<file path="src/rtl/char_stream_tx.sv">
// char_stream_tx: buffered word streamer with strobe for the header link.
// Loads up to DEPTH words, then sends them one per 2*D-cycle slot.
//
// Ports:
//   iCLK, iRST_n                     clock, sync active-low reset
//   iWR_EN, iWR_ADDR, iWR_DATA       buffer write (accepted in IDLE only)
//   iLEN, iDIV                       message length / half-slot divisor
//   iSTART, iREPEAT, iABORT          control
//   oDATA, oSTROBE                   word and latch trigger
//   oBUSY, oDONE, oIDX               status

module char_stream_tx #(
  parameter int DATA_W = 8,
  parameter int DEPTH  = 16,
  parameter int DIV_W  = 24,
  localparam int AW    = $clog2(DEPTH)
) (
  input  logic              iCLK,
  input  logic              iRST_n,
  input  logic              iWR_EN,
  input  logic [AW-1:0]     iWR_ADDR,
  input  logic [DATA_W-1:0] iWR_DATA,
  input  logic [AW:0]       iLEN,
  input  logic [DIV_W-1:0]  iDIV,
  input  logic              iSTART,
  input  logic              iREPEAT,
  input  logic              iABORT,
  output logic [DATA_W-1:0] oDATA,
  output logic              oSTROBE,
  output logic              oBUSY,
  output logic              oDONE,
  output logic [AW:0]       oIDX
);

  localparam logic [1:0] S_IDLE   = 2'd0;
  localparam logic [1:0] S_SETUP  = 2'd1;
  localparam logic [1:0] S_STROBE = 2'd2;

  localparam logic [AW:0]      LEN_MAX = (AW+1)'(DEPTH);
  localparam logic [AW:0]      IDX_ONE = (AW+1)'(1);
  localparam logic [DIV_W-1:0] DIV_ONE = DIV_W'(1);

  logic [DATA_W-1:0] mem [DEPTH];

  logic [1:0]       state;
  logic [DIV_W-1:0] cnt;
  logic [DIV_W-1:0] div_q;
  logic [AW:0]      len_q;

  logic [DIV_W-1:0] div_eff;
  logic [AW:0]      len_eff;
  logic [AW:0]      idx_inc;
  logic             start_ok;
  logic             half_end;
  logic             last_word;
  logic             wr_ok;

  // D=0 would never end a half-slot; treat it as 1
  assign div_eff = (iDIV == '0) ? DIV_ONE : iDIV;
  assign len_eff = (iLEN > LEN_MAX) ? LEN_MAX : iLEN;

  assign start_ok = (state == S_IDLE) && iSTART
                 && !iABORT && (len_eff != '0);

  assign half_end  = (cnt == div_q - DIV_ONE);
  assign last_word = (oIDX == len_q - IDX_ONE);
  assign idx_inc   = oIDX + IDX_ONE;

  // an accepted start takes priority over a same-cycle write
  assign wr_ok = iRST_n && (state == S_IDLE)
              && iWR_EN && !start_ok;

  assign oBUSY = (state != S_IDLE);

  always_ff @(posedge iCLK) begin
    if (wr_ok) begin
      mem[iWR_ADDR] <= iWR_DATA;
    end
  end

  always_ff @(posedge iCLK) begin
    if (!iRST_n) begin
      state   <= S_IDLE;
      cnt     <= '0;
      div_q   <= DIV_ONE;
      len_q   <= '0;
      oDATA   <= '0;
      oSTROBE <= 1'b0;
      oDONE   <= 1'b0;
      oIDX    <= '0;
    end else begin
      oDONE <= 1'b0;
      unique case (state)
        S_IDLE: begin
          if (start_ok) begin
            state <= S_SETUP;
            cnt   <= '0;
            div_q <= div_eff;
            len_q <= len_eff;
            oIDX  <= '0;
            oDATA <= mem[{AW{1'b0}}];
          end
        end
        S_SETUP: begin
          if (iABORT) begin
            state <= S_IDLE;
            cnt   <= '0;
          end else if (half_end) begin
            state   <= S_STROBE;
            cnt     <= '0;
            oSTROBE <= 1'b1;
          end else begin
            cnt <= cnt + DIV_ONE;
          end
        end
        S_STROBE: begin
          if (iABORT) begin
            state   <= S_IDLE;
            cnt     <= '0;
            oSTROBE <= 1'b0;
          end else if (half_end) begin
            cnt     <= '0;
            oSTROBE <= 1'b0;
            if (!last_word) begin
              state <= S_SETUP;
              oIDX  <= idx_inc;
              oDATA <= mem[idx_inc[AW-1:0]];
            end else begin
              oDONE <= 1'b1;
              if (iREPEAT) begin
                state <= S_SETUP;
                oIDX  <= '0;
                oDATA <= mem[{AW{1'b0}}];
              end else begin
                state <= S_IDLE;
              end
            end
          end else begin
            cnt <= cnt + DIV_ONE;
          end
        end
        default: begin
          state   <= S_IDLE;
          cnt     <= '0;
          oSTROBE <= 1'b0;
        end
      endcase
    end
  end

endmodule

</file>
<file path="config.mk">
export PLATFORM = sky130hd
export DESIGN_NAME = char_stream_tx
export DESIGN_NICKNAME = d
export VERILOG_FILES = /design/src/rtl/char_stream_tx.sv
export SDC_FILE = /design/constraint.sdc
export NUM_CORES = 1
export LEC_CHECK = 0
export ABC_AREA = 1
export CORE_UTILIZATION = 59
export DETAILED_ROUTE_END_ITERATION = 16
export PLACE_DENSITY_LB_ADDON = 0.12
export SETUP_SLACK_MARGIN = 0.15
export SLEW_MARGIN = 20
export SYNTH_ARGS = -nofsm -noshare
export SYNTH_HDL_FRONTEND = slang
export SYNTH_SLANG_ARGS = --single-unit
</file>
<file path="constraint.sdc">
create_clock -name iCLK -period 3.3 [get_ports iCLK]
set_input_delay 0.495 -clock iCLK [delete_from_list [all_inputs] [get_ports iCLK]]
set_output_delay 0.495 -clock iCLK [all_outputs]
set_load 0.02 [all_outputs]
</file>
==> results of run 1 <==
==> registers in the layout, summed over array words and instances (netlist names) <==
register  cells
oIDX          5
state         2
len_q         5
oDONE         1
cnt          24
oDATA         8
mem         128
div_q        24
oSTROBE       1
==> final timing paths <==
kind | to | slack (ps) | cells past startpoint
worst max-delay path | cnt[23] | 600 | 14
worst min-delay path | oDATA[1] | 460 | 2
worst max register to register | cnt[23] | 600 | 14
worst min register to register | oDATA[1] | 460 | 2
==> cells by family (layout without fill, tap and decap cells) <==
logic type / count (synthesis) / in the layout / synth area share, %
compound gates: 205 / 205 / 11.93
buf+inv: 128 / 212 / 5.477
xor+xnor: 44 / 44 / 4.134
fa+ha+maj: 8 / 8 / 1.053
simple gates: 479 / 479 / 22.21
flops: 198 / 198 / 55.19
==> critical path, stage by stage (launching register included) <==
cell,delay [ps]
dfxtp_1,340
inv_1,150
ha_1,220
nand3_2,130
nor2_4,330
xor2_1,170
nand2_1,60
nor2_1,110
nand2_1,80
nor2_2,150
nand3_4,140
nand2_2,310
inv_2,180
nand3_1,120
o21ai_1,60
==> power by group through the flow <==
stage	combinational, mW	clock (mW)	sequential [mW]
after floorplan	1.47	0	2.96
after global placement	2.11	0	2.94
after detailed placement	2.14	0	2.94
after CTS	2.16	2.08	2.88
after global routing	2.40	2.17	2.91
final	2.17	2.06	2.89
==> layer usage <==
metal  wire length [um]  vias up  part of all wire, %  track usage, %
met2              10410      346                   45           45.37
met3               2146       28                  9.2           5.988
met1              10350     3481                   44           42.28
met4                361        0                  1.6           8.997
met5                  0        -                    0               0
li1                   -     3753                    -               -
==> cells in the final DEF, fill, tap and decap left out, types with 2 or more instances in the layout <==
cell / Yosys / routed
a211oi_1: 2 / 2
a21oi_1: 52 / 52
and2_1: 2 / 2
buf_4: 1 / 29
clkbuf_16: 0 / 17
clkdlybuf4s50_1: 0 / 62
clkinv_1: 1 / 3
dfxtp_1: 70 / 69
edfxtp_1: 128 / 128
ha_1: 8 / 8
inv_1: 81 / 81
inv_2: 6 / 6
inv_8: 0 / 7
nand2_1: 190 / 190
nand2_2: 8 / 8
nand3_1: 64 / 64
nand3_2: 6 / 6
nand3b_1: 6 / 6
nand4_1: 12 / 12
nor2_1: 160 / 160
nor2_2: 11 / 11
nor2_4: 2 / 2
nor3_1: 6 / 6
nor3_2: 2 / 2
nor4_1: 7 / 7
o211ai_1: 30 / 30
o21ai_0: 101 / 101
o21ai_1: 3 / 3
o22ai_1: 12 / 12
xnor2_1: 12 / 12
xor2_1: 31 / 31
==> metrics by stage <==
| stage | util, % | instance area (um^2) | hold WS, ps | std cells | power [mW] |
|---|---|---|---|---|---|
| floorplan | - | 9503 | 453.4 | 1062 | 4.429 |
| global placement | 65.98 | 10440 | 451.2 | 1330 | 5.049 |
| detailed placement | 65.98 | 10440 | 458.0 | 1330 | 5.078 |
| CTS | 69.68 | 11030 | 467.4 | 1362 | 7.124 |
| global route | 69.68 | 11030 | 484.1 | 1362 | 7.476 |
| finish | 69.68 | 11030 | 464.0 | 1362 | 7.121 |
==> synth_stat cells <==
cell type    n
nand2_1    190
nor2_1     160
edfxtp_1   128
o21ai_0    101
inv_1       81
dfxtp_1     70
nand3_1     64
a21oi_1     52
xor2_1      31
o211ai_1    30
clkbuf_1    25
nand4_1     12
o22ai_1     12
xnor2_1     12
nor2_2      11
buf_2        8
ha_1         8
nand2_2      8
nor4_1       7
inv_2        6
nand3_2      6
nand3b_1     6
nor3_1       6
buf_1        3
o21ai_1      3
a211oi_1     2
and2_1       2
buf_6        2
nor2_4       2
nor3_2       2
a21boi_0     1
a21o_1       1
a31oi_1      1
buf_4        1
buf_8        1
clkinv_1     1
nand2_4      1
nand3_4      1
nor2_8       1
o31ai_1      1
o41ai_1      1
xor2_2       1
==> final cells by class <==
cell class / count / area share (%)
clock buffers: 18 / 3.891
multi-input cells: 736 / 33.89
clock inverters: 14 / 1.429
repair buffers: 92 / 7.782
well taps: 216 / 2.450
inverters: 88 / 2.995
flip-flops and latches: 198 / 47.57
==> impl_results.md, run 1 <==
* Overflow left after global routing at 0
* RSZ-0062 raised after global routing: no
* Post-route setup slack at 602.3 ps
* Row count at 46
* Psw at about 2.5 mW
* Layout area overhead at 16.06%
* Yosys top cell by area: edfxtp_1
* Combinational fraction of design power at between 30% and 40%
* Worst VDD drop at roughly 0.42 mV
* Starting density of the core at between 60% and 70%
* Pre-antenna DRT Iters at 5
* Period minus WS final at between 2000 and 3000 ps
* CTS tree: done
* Placeable Area at 0.01583 mm^2
* Longest Clk Path Bufs at 2
* Residual DRC count at 0
* Die width at approximately 130 um
* PostCTS Resize Cnt at 0
* Slew Viols, Final at 0
* Number of global-route vias before repair at 6,960
* Post-CTS Setup Inserts at 0
* WL per Instance at about 17 um
* Global-route wire length before repair at between 30,000 and 40,000 um
* Worst setup EP type: flip-flop
* Clk_skew at approximately 13 ps
* Final setup fails at 0
* Initial antenna violation count at 0
* Port bufs at slightly above 60
* Post-synthesis sequential area ratio at between 50% and 60%
* Drt total wl at roughly 23,000 um
* DP HPWL at about 16,000 um
* Routability cong. at about 0.91
* DR vias at 7,608
* Status: complete, no violations
* Syn_area_per_cell at approximately 8.9 um^2
* Antenna Cells at 0
* Synth top area share at ~40%
* Final Hold Viols at 0
* Post-Syn Area at 0.009503 mm^2
* Sw frac at between 30% and 40%
* Worst Hold Class: reg -> reg
* Critical R2R Launch: div_q[0]
* Clock slew at reported path FFs at about 70 ps
* Net count after synthesis at roughly 1,100
* Clk root buf: clkbuf_16
* Final period utilization at 81.75%
* Critical Path Fanout Max at 16
* Kind of critical path: reg -> reg
* Pint at about 4.6 mW
* Nets at ~1,200
* Largest net degree at the start of global routing at 66
* Iter 0 DRT Violations at just over 800
* Worst skew pair latency at ~440 ps
* Antenna-violating nets left at 0
* FF/Latch Area at approximately 0.0052 mm^2
* Critical path launch point: div_q[0]
* CTS H-tree lvls at 4
* P per Cell Area at 645.6 mW/mm^2
* Yosys cell types at 42
* Clock power frac at between 20% and 30%
* Max frequency at between 300 and 400 MHz
* Cell count after synthesis at between 1,000 and 1,500
* Fillers at approximately 1,300
* Post-Place Worst Slack at approximately 370 ps
* Vias per Instance at 5.586
* Area of the multi-input gates at roughly 0.0037 mm^2
* Share of cells above drive strength 1 at 8.639%
* Worst-Margin Slew at 882.3 ps
* P_leak at approximately 4.0 nW
* Synth top area cells: edfxtp_1 (40%), dfxtp_1 (15%), nand2_1 (7.5%)
* Register bit total from synthesis at between 150 and 200
* WP data required at 3630 ps
* TritonCTS Buffers at 17
* Hold Path Origin: oDATA[1]
* Ports at between 60 and 70
* Die Area at around 0.017 mm^2
* Slew headroom at approximately 41%
* Overall Global Routing Usage at 29.50%
* Worst setup SP type: flip-flop
* Part of the power in registers at ~40%
* Ys Warns at 0
* Maximum capacitance violations at 0
* Critical path arrival at between 3000 and 4000 ps
* Setup TNS at 0 ps
* Num Clock Sinks at 198
* Height of the die at about 130 um
* Hold-fix buffers, CTS at 0
(Power assumes the default switching activity.)
==> run 2, diff against run 1 <==
clock period = 2.65 ns   (was 3.3 ns; I/O delays follow)
==> run 2 against run 1 <==
Clock-buffer cell count down 1; highest routed layer unchanged; sequential share of layout area down 0.84 points; die area unchanged; first-iteration DRC count up 12%; routed wire length up 2.7%; power up 27%; sequential power up 24%; critical path depth unchanged.
==> impl_results.md, run 2 (synthesis gave the netlist of run 1 again) <==
* Antenna Cells at 0 (unchanged)
* Residual DRC count at 0 (unchanged)
* Slew Viols, Final at 0 (unchanged)
* Max frequency at 434.6 MHz (was 370.7 MHz)
* Placeable Area at 0.01583 mm^2 (unchanged)
* Final setup fails at 0 (unchanged)
* FF/Latch Area at 0.005249 mm^2 (was 0.005246 mm^2)
* Ports at 63 (unchanged)
* Overall Global Routing Usage at 29.94% (was 29.50%)
* Most common cell after layout, fill and taps aside: nand2_1 (unchanged)
* Worst Hold Class: reg -> reg (unchanged)
* WP data required at 2790 ps (was 3630 ps)
* Slew headroom at 41.22% (was 41.00%)
* Starting density of the core at 60.04% (unchanged)
* Worst setup SP type: flip-flop (unchanged)
* Biggest registers after layout: mem x128, cnt x24, div_q x24 (unchanged)
* Period minus WS final at 2301 ps (was 2698 ps)
* Vias per Instance at 5.661 (was 5.586)
* Maximum capacitance violations at 0 (unchanged)
* CP delay by family, top: simple AND/OR/NAND/NOR gates (unchanged)
* Commonest cells after routing, fill and taps aside: nand2_1 (190), nor2_1 (158), edfxtp_1 (128) (was nand2_1 (190), nor2_1 (160), edfxtp_1 (128))
* Hold WS at 472.3 ps (was 464.0 ps)
* Core Util, Final at 70.96% (was 69.68%)
* Drt total wl at 23,910 um (was 23,270 um)
* Clk_skew at 10.86 ps (was 13.20 ps)
* Largest register FFs at 128 (unchanged)
* Status: complete, no violations (unchanged)
* Setup TNS at 0 ps (unchanged)
* CP Depth at 14 (unchanged)
* Longest Clk Path Bufs at 2 (unchanged)
* CP max stage delay at 390 ps (was 340 ps)
* Final Hold Viols at 0 (unchanged)
* Clk root buf: clkbuf_16 (unchanged)
* P_leak at 4.122 nW (was 4.043 nW)
* Port bufs at 62 (unchanged)
* Global-route wire length before repair at 36,890 um (was 36,570 um)
* Share of cells above drive strength 1 at 10.52% (was 8.639%)
* Kind of critical path: reg -> reg (unchanged)
* Fillers at 1,212 (was 1,272)
* Worst-Margin Slew at 879.0 ps (was 882.3 ps)
* Largest net degree at the start of global routing at 79 (was 66)
* Pre-antenna DRT Iters at 5 (unchanged)
* Area of the multi-input gates at 0.003811 mm^2 (was 0.003737 mm^2)
* Most flops, register: mem (unchanged)
* Worst skew pair latency at 440 ps (about the same)
* Critical Path Fanout Max at 8 (was 16)
* Die Area at 0.01662 mm^2 (unchanged)
* Final period utilization at 86.84% (was 81.75%)
* Worst path bufs/invs at 5 (was 2)
* CTS tree: done (unchanged)
* Antenna-violating nets left at 0 (unchanged)
* Worst VDD drop at 0.5094 mV (was 0.4238 mV)
* Overflow left after global routing at 0 (unchanged)
* TritonCTS Buffers at 17 (unchanged)
* DP HPWL at 16,190 um (was 15,910 um)
* Post-route setup slack at 348.8 ps (was 602.3 ps)
* Nets at 1,202 (was 1,188)
* Row count at 46 (unchanged)
* Num Clock Sinks at 198 (unchanged)
* RSZ-0062 raised after global routing: no (unchanged)
* Clock slew at reported path FFs at 70 ps (about the same)
* Worst hold stages at 2 (unchanged)
* P per Cell Area at 803.1 mW/mm^2 (was 645.6 mW/mm^2)
* DR vias at 7,790 (was 7,608)
* WL per Instance at 17.37 um (was 17.08 um)
* Height of the die at 128.9 um (unchanged)
* Layout area overhead at 18.20% (was 16.06%)
* Iter 0 DRT Violations at 927 (was 826)
* Number of global-route vias before repair at 7,010 (was 6,960)
* Slowest cell on crit path: dfxtp_1 (unchanged)
* Critical path arrival at 2440 ps (was 3030 ps)
* Initial antenna violation count at 0 (unchanged)
* Worst-path cell chain: inv_1 -> ha_1 -> nand2_1 -> nor2_1 -> nand2_1 -> inv_2 -> nor2_1 -> inv_2 -> nor2_4 -> inv_2 -> nor2_4 -> nand3_2 -> nor2_1 -> buf_4 (was inv_1 -> ha_1 -> nand3_2 -> nor2_4 -> xor2_1 -> nand2_1 -> nor2_1 -> nand2_1 -> nor2_2 -> nand3_4 -> nand2_2 -> inv_2 -> nand3_1 -> o21ai_1)
* Post-Place Worst Slack at -108.9 ps (was 368.7 ps)
* FF-to-FF path depth at 14 (unchanged)
* CTS H-tree lvls at 4 (unchanged)
* Routability cong. at 0.8739 (was 0.9057)
* Die width at 128.9 um (unchanged)
* Worst setup EP type: flip-flop (unchanged)
==> run 2: cell count changes in the layout (fill, tap and decap cells not counted), moves of 2 or more <==
cell        change
dfxtp_2         +2
nand2_2         -2
nand3_2         +2
nand3_1         -2
dfxtp_1         -2
clkinvlp_4      +2
buf_4           +9
nor2_2          -2
buf_12          +3
nor2_4          +4
nand2_8         +2
nor2_1          -2
==> run 2: path summary, 6_finish.rpt <==
| kind | start | end | slack (ps) |
|---|---|---|---|
| setup reg to reg | state[0] | mem[4][1] | 350 |
| setup / recovery | state[0] | mem[4][1] | 350 |
| hold / removal | oDATA[5] | oDATA[5] | 470 |
| hold reg to reg | oDATA[5] | oDATA[5] | 470 |
==> run 2: where the power goes <==
group | leakage [nW] | switching, mW | internal [mW] | total (mW)
Sequential | 1.72 | 0.150 | 3.44 | 3.59
Combinational | 2.13 | 1.87 | 1.05 | 2.92
Clock | 0.275 | 1.26 | 1.26 | 2.52
==> run 2: metrics by stage <==
stage               area [um^2]  instances  total power, mW
floorplan                  9503       1062            5.516
global placement          10540       1339            6.355
detailed placement        10540       1339            6.390
CTS                       11150       1374            8.899
global route              11230       1376            9.494
finish                    11230       1376            9.021
==> run 2: final cells by class <==
| cell class | instances | area share (%) |
|---|---|---|
| clock buffer | 17 | 3.787 |
| clock inverter | 15 | 1.326 |
| inverter | 88 | 2.941 |
| multi-input combinational | 737 | 33.93 |
| sequential | 198 | 46.73 |
| tap | 216 | 2.406 |
| timing repair buffer | 105 | 8.878 |
==> run 2: tightest hold or removal path, delay by kind of cell (launching register included) <==
| family | cells | cell delay, ps |
|---|---|---|
| flip-flops | 1 | 310 |
| AND/OR/NAND/NOR | 1 | 60 |
| AO/OA/AOI/OAI | 1 | 50 |
==> run 2: layer usage <==
layer	global-route usage, %	wire length [um]
met1	42.64	10470
met2	46.71	10980
met3	5.530	2037
met4	9.273	413
met5	0	0
==> run 2: timing repair <==
item	CTS	global route
gates resized for setup	1	16
endpoints found under the setup margin	13	164
pin swaps	1	2
setup buffers	3	1
hold buffers	0	0
gates cloned	0	1
